<file path="src/rtl/nrzi_unstuff_receiver.sv">
// Line-side receive front end: SYNC detection, NRZI decode, bit unstuffing,
// EOP detection and line-error reporting. One clk is one bit time.
module nrzi_unstuff_receiver #(
  parameter int STUFF_LEN = 6,
  parameter int EOP_SE0   = 2,
  parameter int IDLE_J    = 8,
  parameter int MAX_BITS  = 96
) (
  input  logic clk,
  input  logic rst,
  input  logic dp,
  input  logic dm,
  output logic inb,
  output logic recving,
  output logic pause,
  output logic rx_error
);

  localparam int BW = $clog2(MAX_BITS + 2);
  localparam int OW = $clog2(STUFF_LEN + 1);
  localparam int IW = $clog2(IDLE_J + 1);
  localparam int EW = $clog2(EOP_SE0 + 1);

  typedef enum logic [2:0] {
    S_IDLE      = 3'd0,
    S_SYNC      = 3'd1,
    S_RECV      = 3'd2,
    S_EOP       = 3'd3,
    S_WAIT_IDLE = 3'd4
  } state_t;

  state_t        state_q, state_d;
  logic          prev_q, prev_d;
  logic [2:0]    sync_cnt_q, sync_cnt_d;
  logic [OW-1:0] ones_q, ones_d;
  logic [BW-1:0] bit_q, bit_d;
  logic [EW-1:0] eop_q, eop_d;
  logic [IW-1:0] idle_q, idle_d;
  logic          inb_q, inb_d;
  logic          recving_q, recving_d;
  logic          pause_q, pause_d;
  logic          err_q, err_d;

  logic [1:0] line_s;
  logic       is_j_s, is_k_s, is_se0_s, is_jk_s, lvl_s, dbit_s;

  assign line_s   = {dp, dm};
  assign is_j_s   = (line_s == 2'b10);
  assign is_k_s   = (line_s == 2'b01);
  assign is_se0_s = (line_s == 2'b00);
  assign is_jk_s  = is_j_s | is_k_s;
  // prev_q holds the last J/K level: 1 = J, 0 = K
  assign lvl_s    = is_j_s;
  assign dbit_s   = (lvl_s == prev_q);

  // Next-state and registered-output computation
  always_comb begin
    state_d    = state_q;
    sync_cnt_d = sync_cnt_q;
    ones_d     = ones_q;
    bit_d      = bit_q;
    eop_d      = eop_q;
    idle_d     = idle_q;
    inb_d      = 1'b0;
    recving_d  = 1'b0;
    pause_d    = 1'b0;
    err_d      = 1'b0;

    if (is_jk_s) begin
      prev_d = lvl_s;
    end else begin
      prev_d = prev_q;
    end

    case (state_q)
      S_IDLE: begin
        if (is_j_s) begin
          state_d = S_IDLE;
        end else if (is_k_s) begin
          // this K is already decoded SYNC bit 0
          state_d    = S_SYNC;
          sync_cnt_d = 3'd1;
        end else begin
          state_d = S_WAIT_IDLE;
          idle_d  = '0;
        end
      end

      S_SYNC: begin
        if (is_jk_s) begin
          if (sync_cnt_q == 3'd7) begin
            if (dbit_s) begin
              state_d = S_RECV;
              ones_d  = OW'(1);
              bit_d   = '0;
            end else begin
              state_d = S_WAIT_IDLE;
              idle_d  = '0;
            end
          end else if (dbit_s) begin
            state_d = S_WAIT_IDLE;
            idle_d  = '0;
          end else begin
            sync_cnt_d = sync_cnt_q + 3'd1;
          end
        end else begin
          state_d = S_WAIT_IDLE;
          idle_d  = '0;
        end
      end

      S_RECV: begin
        if (is_se0_s) begin
          state_d = S_EOP;
          eop_d   = EW'(1);
        end else if (!is_jk_s) begin
          err_d   = 1'b1;
          state_d = S_WAIT_IDLE;
          idle_d  = '0;
        end else if (ones_q == OW'(STUFF_LEN)) begin
          if (dbit_s) begin
            err_d   = 1'b1;
            state_d = S_WAIT_IDLE;
            idle_d  = '0;
          end else begin
            pause_d   = 1'b1;
            recving_d = 1'b1;
            ones_d    = '0;
          end
        end else if (bit_q == BW'(MAX_BITS)) begin
          // this bit would be number MAX_BITS+1
          err_d   = 1'b1;
          bit_d   = BW'(MAX_BITS + 1);
          state_d = S_WAIT_IDLE;
          idle_d  = '0;
        end else begin
          inb_d     = dbit_s;
          recving_d = 1'b1;
          bit_d     = bit_q + BW'(1);
          if (dbit_s) begin
            ones_d = ones_q + OW'(1);
          end else begin
            ones_d = '0;
          end
        end
      end

      S_EOP: begin
        if (is_se0_s) begin
          if (eop_q == EW'(EOP_SE0)) begin
            err_d   = 1'b1;
            state_d = S_WAIT_IDLE;
            idle_d  = '0;
          end else begin
            eop_d = eop_q + EW'(1);
          end
        end else if (is_j_s && (eop_q == EW'(EOP_SE0))) begin
          state_d = S_IDLE;
        end else begin
          err_d   = 1'b1;
          state_d = S_WAIT_IDLE;
          idle_d  = '0;
        end
      end

      S_WAIT_IDLE: begin
        if (is_j_s) begin
          if (idle_q == IW'(IDLE_J - 1)) begin
            state_d = S_IDLE;
            idle_d  = '0;
          end else begin
            idle_d = idle_q + IW'(1);
          end
        end else begin
          idle_d = '0;
        end
      end

      default: begin
        state_d = S_IDLE;
      end
    endcase
  end

  // State, counters and output registers
  always_ff @(posedge clk) begin
    if (rst) begin
      state_q    <= S_IDLE;
      prev_q     <= 1'b1;
      sync_cnt_q <= 3'd0;
      ones_q     <= '0;
      bit_q      <= '0;
      eop_q      <= '0;
      idle_q     <= '0;
      inb_q      <= 1'b0;
      recving_q  <= 1'b0;
      pause_q    <= 1'b0;
      err_q      <= 1'b0;
    end else begin
      state_q    <= state_d;
      prev_q     <= prev_d;
      sync_cnt_q <= sync_cnt_d;
      ones_q     <= ones_d;
      bit_q      <= bit_d;
      eop_q      <= eop_d;
      idle_q     <= idle_d;
      inb_q      <= inb_d;
      recving_q  <= recving_d;
      pause_q    <= pause_d;
      err_q      <= err_d;
    end
  end

  assign inb      = inb_q;
  assign recving  = recving_q;
  assign pause    = pause_q;
  assign rx_error = err_q;

endmodule
</file>
<file path="config.mk">
export PLATFORM = sky130hd
export DESIGN_NAME = nrzi_unstuff_receiver
export DESIGN_NICKNAME = d
export VERILOG_FILES = /design/src/rtl/nrzi_unstuff_receiver.sv
export SDC_FILE = /design/constraint.sdc
export NUM_CORES = 1
export LEC_CHECK = 0
export ABC_AREA = 1
export CORE_UTILIZATION = 25
export DETAILED_ROUTE_END_ITERATION = 10
export HOLD_SLACK_MARGIN = 0.08
export PLACE_DENSITY_LB_ADDON = 0.25
export SETUP_SLACK_MARGIN = 0.5
export SYNTH_ARGS = -nofsm -noshare
export SYNTH_HDL_FRONTEND = slang
export SYNTH_SLANG_ARGS = --single-unit
</file>
<file path="constraint.sdc">
create_clock -name clk -period 1.55 [get_ports clk]
set_clock_uncertainty 0.1 [all_clocks]
set_input_delay 0.2325 -clock clk [delete_from_list [all_inputs] [get_ports clk]]
set_output_delay 0.2325 -clock clk [all_outputs]
set_load 0.005 [all_outputs]
</file>
## Yosys cells after proc, flatten, opt, wreduce, memory -nomap -nowiden

Cells that the tools add are included.

| operators by class | value |
|---|---|
| eq/ne operators | 35 |
| $add $sub $neg | 5 |
| bitwise gates (word level) | 4 |
| reductions and logical operators | 16 |
| muxes and demuxes | 72 |

Operators by type and width:

| cell | count |
|---|---|
| $mux 3 | 29 |
| $mux 4 | 15 |
| $mux 7 | 7 |
| $ne 2x2->1 const B | 16 |
| $pmux 4 s5 | 1 |
| $reduce_and 8->1 | 2 |
| $pmux 3 s5 | 1 |
| $pmux 7 s2 | 1 |
| $ne 3x3->1 const B | 4 |
| $pmux 3 s2 | 2 |
| $mux 1 | 11 |
| $eq 3x3->1 const B | 3 |
| $ne 4x4->1 const B | 2 |
| $reduce_and 4->1 | 2 |
| $add 7x1->7 const B | 1 |
| $eq 7x7->1 const B | 1 |
| $reduce_and 7->1 | 1 |
| $add 3x1->3 const B | 2 |
| $eq 3x2->1 const B | 2 |
| $mux 2 | 3 |
| $reduce_and 6->1 | 1 |
| $reduce_bool 2->1 | 3 |
| $reduce_or 6->1 | 1 |
| $ne 5x5->1 const B | 1 |
| other kinds (17) | 20 |

| storage, ports and cells | value |
|---|---|
| output and inout port bits | 4 |
| register bits | 27 |

## Longest topological paths before layout

Gate-level depths: netlist (run 1).

| logic depth | value |
|---|---|
| depth in word-level cells | 8 |
| depth in mapped cells | 12 |

## Least setup slack after synthesis (run 1)

Ideal clock, no wire load.

| timing | value |
|---|---|
| path kind | in2reg |
| start | in dm |
| end | reg idle_q[0] |
| arrival | 1428 ps |
| slack | -48 ps |
| stages | 10 |
| cell sequence | inv_1 -> ha_1 -> clkbuf_1 -> nand2_1 -> nand3b_1 -> nand2_1 -> inv_1 -> nand3_1 -> nand2_1 -> a21oi_1 |

RTL lines:

| what | line | RTL |
|---|---|---|
| start, declared | 12 | `input logic dm,` |
| $eq 2x2->1 or $eq 2x1->1 (tied branches) | 48, 49 |  |
| $or 1x1->1 (*) | 51 | `assign is_jk_s = is_j_s \| is_k_s;` |
| net is_jk_s | 45 | `logic is_j_s, is_k_s, is_se0_s, is_jk_s, lvl_s, dbit_s;` |
| $mux 4 | 116 | `end else if (!is_jk_s) begin` |
| $mux 4 | 113 | `if (is_se0_s) begin` |
| $pmux 4 s5 | 75 | `case (state_q)` |
| end signal, assigned | 206 | `idle_q <= idle_d;` |
| end, declared | 38 | `logic [IW-1:0] idle_q, idle_d;` |

Mark *: on every way through the listed nets, which the timed path passes. The rest lies on a longest branch. The select of a mux whose other input is x is not followed.
A chain may end at the register's enable or synchronous reset.

## Final worst setup path (run 1)

| timing | value |
|---|---|
| start | reg state_q[1] |
| end | reg idle_q[0] |

| on the way | value |
|---|---|
| cells in the longest elaborated chain, start to end | 3 |

RTL lines:

| what | line | RTL |
|---|---|---|
| start, declared | 32 | `state_t state_q, state_d;` |
| start signal, assigned | 200 | `state_q <= state_d;` |
| $eq 3x2->1, or another cell as far along | 75 |  |
| $ne 4x4->1 (no line), or another cell as far along | n/a |  |
| $reduce_and 8->1 (no line) | n/a |  |

Parallel ways exist; a longest one is shown, timed or not.

==> reports/results.txt, run 1 <==
Along the worst path, the maximum fanout reaches 5. In the final design database the tool counted 398 nets. Leaving out fill and tap cells, the most frequent cells in the layout are sky130_fd_sc_hd__nand2_1 (74), sky130_fd_sc_hd__buf_4 (54), sky130_fd_sc_hd__nand2_2 (20), sky130_fd_sc_hd__nand3_1 (20). Clock latency on the worst-skew pair, taken at its later pin, is 280 ps. Clock tree synthesis selected as its root buffer the cell sky130_fd_sc_hd__clkbuf_8. The count of TritonRoute iterations in the first routing pass is 4. The global-route wire length before repair was 9.90 mm; the slack of the critical path was 6.84 ps. The simple-gate area share of the yosys netlist is 0.461.

The logs give 22 for the pin count of the biggest net entering global routing and 0.145 for the overall routing resource usage. For the tightest slew margin relative to the limit, the log shows 0.779. In this run the deepest clock path goes through 2 buffers. The share of the cycle needed by the critical path after routing is 0.996, and the cell count after synthesis is 308.

The initial antenna violation count was 0; the clock-pin slew of the registers on the worst-case setup and hold paths was 110 ps. From left edge to right edge, the die measures 92.1 um. In the final routed layout, each cell accounts on average for 12.1 um. For the final routed database, the setup TNS stands at 0 ps. The number of buffers inserted during clock tree synthesis was 3. TritonCTS built the clock tree. The initial standard-cell utilization of the core is 0.260. The number of DRC violations after detailed routing came out at 0. The logs give -594 ps for the placement-stage worst setup slack and 0.000221 V for the maximum vdd ir drop.

The synthesized design contains 0 enable-type register cells. The most used flip-flop cell after synthesis is sky130_fd_sc_hd__dfxtp_1. The post-synthesis mux area share was 0; the Yosys warning count was 0.

The worst min-delay path class is flop to flop. A synthesized cell averages 6.59 um^2. The run gives 0 as the total of endpoints with negative setup slack in the final report. The met3 demand-to-capacity share in global routing came out at 0.00995.

Number of input and output port buffers inserted: 7. For the total overflow reported by the global router, the log shows 0. The count of nets left with antenna violations once routing finished came out at 0. Global-route track usage on met1: 0.191.

Wires add up to 5.85 mm. After synthesis, the largest family of logic cells by area is simple AND/OR/NAND/NOR gates. For the number of top-level pins, the log shows 8. For this block, the initial DRC count from the detailed router was 68. After floorplanning, the core was divided into 32 placement rows. STA classifies the critical path startpoint as a flop.

The total leakage power was 1.35 nW. The number of max-cap violations was 0. The critical path goes through buf_6 -> nor2_4 -> inv_2 -> nor2_2 -> buf_4 -> nand4_1 -> nand3_1 -> nand2_2 -> a21oi_2. The via count was 2183; the summed instance area of the synthesized netlist was 2030 um^2.

The number of clock sinks seen by CTS was 27; the detailed placer's ending HPWL was 4.41 mm. The ratio of cells with drive above 1 in the final layout works out to 0.504. The fraction of synthesized cell area in xor and xnor cells works out to 0.0129. For this run, the slowest stage of the critical path takes 360 ps.

The synthesized-area fraction occupied by ao, oa, aoi and oai cells is 0.0974, and the area of the die is 8480 um^2. The sequential-to-total area share from yosys stat is 0.266, and the overall power is 1.85 mW. For this run, the top clock speed supported by timing is 0.648 GHz. The clock period could shrink to 1540 ps. At the worst endpoint, the arrival time is 1660 ps. The die height was 92.1 um; the fraction of registers with async set or reset after synthesis was 0. Power spread over the standard cell area amounts to 572 nW/um^2.

The global routing met2 resource utilization is 0.255, and the post-layout utilization of the core is 0.414. The measured slew at the worst slew-check pin works out to 332 ps. The tools report the number of nets in the synthesized netlist as 324. Counting distinct cell types in the post-synthesis netlist gives 32. The count of H-tree levels built during CTS is 1, and the number of global-route vias before repair is 2133.

By startpoint and endpoint, the worst setup path is classified as flop to flop. The share of synthesized cell area in full adder, half adder and majority cells was 0.0740; the number of hold violations in the final report was 0. The synthesized design contains 27 register bits. The average via count per standard cell was 4.52. The global routing stage identified its most utilized layer as met2. On the critical path, the stage with the largest delay is an instance of sky130_fd_sc_hd__dfxtp_2. The final estimated routing congestion in global placement was 0.858. 0 antenna diodes ended up in the layout.

For the area of the core, the log shows 7810 um^2. Leaving out fill and tap cells, the most frequent cell in the layout is sky130_fd_sc_hd__nand2_1. Endpoint required time on the critical path: 1660 ps.

The run finished with clean final reports. Setup repair after global routing could not meet its margin everywhere. Relative to the synthesized area, the layout overhead comes to 59.4%.

Number of max-slew violations in the final report: 0. STA classifies the critical path endpoint as a flop.
[power by group]
part	switching (mW)	internal (mW)	leakage, nW	total (mW)
sequential	0.0207	0.717	0.223	0.738
clock	0.248	0.181	0.0255	0.429
combinational	0.373	0.309	1.10	0.683
[state kept, by name, indices dropped and copies added, names as in the netlist]
name	count
bit_q	7
idle_q	4
ones_q	3
state_q	3
sync_cnt_q	3
eop_q	2
inb	1
pause	1
prev_q	1
recving	1
rx_error	1
[cell usage after synthesis (4+ instances only)]
library cell / instances / share of area
sky130_fd_sc_hd__nand2_1: 93 / 0.17
sky130_fd_sc_hd__nand3_1: 29 / 0.072
sky130_fd_sc_hd__inv_1: 28 / 0.052
sky130_fd_sc_hd__dfxtp_1: 27 / 0.27
sky130_fd_sc_hd__nor2_1: 26 / 0.048
sky130_fd_sc_hd__a21oi_1: 23 / 0.057
sky130_fd_sc_hd__nand4_1: 13 / 0.040
sky130_fd_sc_hd__ha_1: 12 / 0.074
sky130_fd_sc_hd__nand2_2: 5 / 0.015
sky130_fd_sc_hd__nor3_1: 5 / 0.012
sky130_fd_sc_hd__inv_2: 4 / 0.0074
sky130_fd_sc_hd__nor2_2: 4 / 0.012
sky130_fd_sc_hd__o21ai_0: 4 / 0.0099
[area by class of cell]
cell class              instances  area [um^2]
repair buffers                 76          658
clock buffers                   3         41.3
inverters                      33          153
multi-input cells             241         1690
clock inverters                 1         5.00
fillers                       790         4570
flip-flops and latches         27          556
well taps                     102          128
[per-layer routing]
metal,routed length [um],vias to the layer above
met2,2880,17
met1,2820,1007
met5,0,-
met3,110,4
met4,45,0
li1,-,1155
[kinds of logic (layout without fill, tap and decap cells)]
logic type | count (synthesis) | count (layout)
AO/OA/AOI/OAI | 35 | 35
XOR/XNOR | 3 | 3
adder cells (fa/ha/maj) | 12 | 12
buffers and inverters | 40 | 113
flip-flops | 27 | 27
AND/OR/NAND/NOR | 191 | 191
[worst max-delay path: cells and delay by family, from the launching register on]
family | cells | cell delay, ps
compound gates | 1 | 130
flops | 1 | 360
simple gates | 5 | 520
buf+inv | 3 | 360
[final timing paths]
kind | slack, ps | from | cells after the start | to
setup reg to reg | 7 | state_q[1]$_SDFFE_PP0P_ | 9 | idle_q[0]$_SDFFE_PP0P_
hold / removal | 330 | eop_q[0]$_SDFFE_PP0P_ | 1 | eop_q[0]$_SDFFE_PP0P_
setup / recovery | 7 | state_q[1]$_SDFFE_PP0P_ | 9 | idle_q[0]$_SDFFE_PP0P_
hold reg to reg | 330 | eop_q[0]$_SDFFE_PP0P_ | 1 | eop_q[0]$_SDFFE_PP0P_
[through the flow]
stage | area, um^2 | hold WS [ps] | std cells
3_3_place_gp | 2790 | 320 | 465
3_5_place_dp | 2790 | 329 | 465
2_1_floorplan | 2200 | 232 | 308
5_1_grt | 3230 | 353 | 483
6_report | 3230 | 333 | 483
4_1_cts | 3070 | 333 | 479
[repair_timing]
action,4_1_cts,5_1_grt
setup buffers,10,4
setup endpoints to repair,31,31
gates cloned,0,0
pin swaps,30,16
gates resized for setup,74,38
hold buffers,0,0
hold endpoints to repair,0,0
Power figures use the tool's default switching activity.
==> run 2, diff against run 1 <==
--- a/config.mk
+++ b/config.mk
@@ -8,6 +8,7 @@
 export ABC_AREA = 1
 export CORE_UTILIZATION = 25
 export DETAILED_ROUTE_END_ITERATION = 10
+export GPL_ROUTABILITY_DRIVEN = 0
 export HOLD_SLACK_MARGIN = 0.08
 export PLACE_DENSITY_LB_ADDON = 0.25
 export SETUP_SLACK_MARGIN = 0.5
==> results of run 2 <==
The final DEF is identical to that of run 1; final timing and power are the same.
==> run 3, diff against run 2 <==
--- a/config.mk
+++ b/config.mk
@@ -7,10 +7,10 @@
 export LEC_CHECK = 0
 export ABC_AREA = 1
 export CORE_UTILIZATION = 25
+export CTS_BUF_LIST = sky130_fd_sc_hd__clkbuf_8
 export DETAILED_ROUTE_END_ITERATION = 10
 export GPL_ROUTABILITY_DRIVEN = 0
 export HOLD_SLACK_MARGIN = 0.08
-export PLACE_DENSITY_LB_ADDON = 0.25
 export SETUP_SLACK_MARGIN = 0.5
 export SYNTH_ARGS = -nofsm -noshare
 export SYNTH_HDL_FRONTEND = slang
==> reports/results.txt, run 3 (synthesis gave the netlist of run 1 again) <==
The area of the core was 7810 um^2 (unchanged). The startpoint of the tightest hold check path was eop_q[0]$_SDFFE_PP0P_. The number of clock sinks seen by CTS is 27 (unchanged), and the maximum fanout along the worst path is 4 (-1). The shortest period the worst path allows came out at 1560 ps (+19.8 ps).

The count of H-tree levels built during CTS came out at 1 (unchanged). For the cell area reported after detailed placement, the log shows 2660 um^2 (-4.8%). The run gives 4.32 mm (-2.1%) as the detailed placer's ending HPWL. The floorplan die width came out at 92.1 um (unchanged).

The run gives 0.827 (+0.0483) as the tightest slew margin relative to the limit. The logs give 290 ps (about the same) for the clock latency of the later-clocked register in the worst-skew pair and -10 ps (-20 ps) for the register-to-register path setup slack. The overall routing resource usage was 0.144 (-0.000995); the average via count per standard cell was 4.80 (+6.3%). The checks that failed: negative setup slack. The flip-flop count of the largest register, all copies and words added was 7 (unchanged); the number of input and output port buffers inserted was 7 (unchanged). The number of global-route vias before repair was 2124 (-0.42%); the total of endpoints with negative setup slack in the final report was 2 (+2). For the initial antenna violation count, the log shows 0 (unchanged). The tools report the finished layout cell area as 3330 um^2 (+3.0%).

The tools report the slack of the critical path as -12.9 ps (-19.8 ps). The die height was 92.1 um (unchanged). STA classifies the critical path endpoint as a flop. The placement-stage worst setup slack was -668 ps (-73.2 ps). The number of DRC violations after detailed routing was 0 (unchanged). The count of TritonRoute iterations in the first routing pass was 4 (unchanged). Final antenna-violating net count: 0 (unchanged).

The via count is 2310 (+5.8%), and the measured slew at the worst slew-check pin is 259 ps (-73.0 ps). The ratio of total power to cell area is 562 nW/um^2 (-1.7%), and the area added between synthesis and finish is 64.2%. The number of top-level pins is 8 (unchanged). Arrival time of data at the critical path endpoint: 1690 ps (+30 ps).

The iteration-0 DRC count of the detailed router came out at 141 (+110%). The tools report the global-route wire length before repair as 9.93 mm (+0.28%). In the layout the commonest cells are sky130_fd_sc_hd__nand2_1 (67), sky130_fd_sc_hd__buf_4 (51), sky130_fd_sc_hd__nand2_2 (22). The number of max-slew violations in the final report came out at 0 (unchanged). The area of the die is 8480 um^2 (unchanged), and the number of max-cap violations is 0 (unchanged). Detail-routed net length per standard cell: 13.2 um (+8.7%).

Number of hold violations in the final report: 0 (unchanged). The share of the cycle needed by the critical path after routing was 1.01 (+0.0128). The largest registers in the layout are bit_q x7, idle_q x4. Setup repair after global routing could not meet its margin everywhere. The number of buffers inserted during clock tree synthesis was 3 (unchanged). The total overflow reported by the global router was 0 (unchanged). Routed wire length: 6.34 mm (+8.3%). The register with the highest flop count was bit_q. TritonCTS built the clock tree.

The largest buffer count on any clock path was 2 (unchanged). The number of buffers inserted for hold repair after clock tree synthesis was 0 (unchanged). The tools report the launch point of the critical path as sync_cnt_q[0]$_SDFFE_PP0P_. The ratio of cells with drive above 1 in the final layout works out to 0.551 (+0.0475). The initial standard-cell utilization of the core is 0.260 (unchanged).

The path class of the tightest hold or removal check is flop to flop. Cell at the root of the clock tree: sky130_fd_sc_hd__clkbuf_8. The flow ran to the end, but the final reports show violations.

For the total leakage power, the log shows 1.34 nW (-0.42%). The final hold slack came out at 332 ps (-1.78 ps). Leaving out fill and tap cells, the most frequent cell in the layout is sky130_fd_sc_hd__nand2_1.

The logs give 17 (-23%) for the pin count of the biggest net entering global routing and 396 (-0.50%) for the number of nets in the layout. Startpoint of the most critical register-to-register path: sync_cnt_q[0]$_SDFFE_PP0P_. The worst setup path is of the flop to flop kind.

Maximum vdd ir drop: 0.000236 V (+7.1%). STA classifies the critical path startpoint as a flop. For the endpoint required time on the critical path, the log shows 1680 ps (+20 ps). The clock-pin slew of the registers on the worst-case setup and hold paths works out to 110 ps (about the same). The run gives 0 (unchanged) as the number of inserted diodes. The run gives 32 (unchanged) as the number of standard-cell rows in the floorplan. For the peak clock frequency supported by timing, the log shows 0.640 GHz (-1.3%).
-- run 3: cell types whose count changed in the layout (fill, tap and decap cells not counted), sizes merged --
cell	change
clkinvlp	+1
clkbuf	-1
clkinv	+1
buf	-1
inv	-2
-- run 3: stage by stage --
stage	total power, mW	setup TNS [ps]	util	cells
after global routing	1.96	-1210	0.427	481
after detailed placement	1.24	-13290	0.340	452
after CTS	1.77	-24.5	0.385	471
after global placement	1.24	-12750	0.340	452
after floorplan	1.07	0	-	308
final	1.87	-18.0	0.427	481
-- run 3: power by group --
group | switching, mW | internal, mW | total [mW]
clock network | 0.267 | 0.184 | 0.451
logic | 0.389 | 0.296 | 0.685
registers | 0.0213 | 0.715 | 0.736
total | 0.678 | 1.19 | 1.87
-- run 3: what timing repair did --
action,4_1_cts,5_1_grt
gates cloned,0,0
setup endpoints to repair,31,31
pin swaps,28,33
setup buffers,15,10
resized for setup,81,71
hold endpoints to repair,0,0
-- run 3: area by class of cell --
class                           count  area [um^2]
Multi-Input combinational cell    241         1800
Inverter                           33          173
Clock inverter                      1         7.51
Sequential cell                    27          559
Clock buffer                        3         41.3
Fill cell                         736         4480
Timing Repair Buffer               74          627
Tap cell                          102          128
-- run 3: worst paths after layout --
kind,end,depth (start not counted)
max,idle_q[3]$_SDFFE_PP0P_,8
min,eop_q[0]$_SDFFE_PP0P_,1
max reg2reg,idle_q[3]$_SDFFE_PP0P_,8
min reg2reg,eop_q[0]$_SDFFE_PP0P_,1
-- run 3: routing by layer --
layer	global-route usage	vias to the layer above	share of wire
li1	-	1146	-
met1	0.185	1091	0.43
met2	0.251	57	0.51
met3	0.0116	16	0.037
met4	0.0508	0	0.027
met5	0	-	0
-- run 3: worst max-delay path: stages (launching register included) --
cell	delay, ps
sky130_fd_sc_hd__dfxtp_2	350
sky130_fd_sc_hd__ha_4	160
sky130_fd_sc_hd__ha_4	170
sky130_fd_sc_hd__nand2_1	60
sky130_fd_sc_hd__nand3b_1	180
sky130_fd_sc_hd__nand3_2	130
sky130_fd_sc_hd__nor2_4	150
sky130_fd_sc_hd__nand2_1	90
sky130_fd_sc_hd__a21oi_2	130
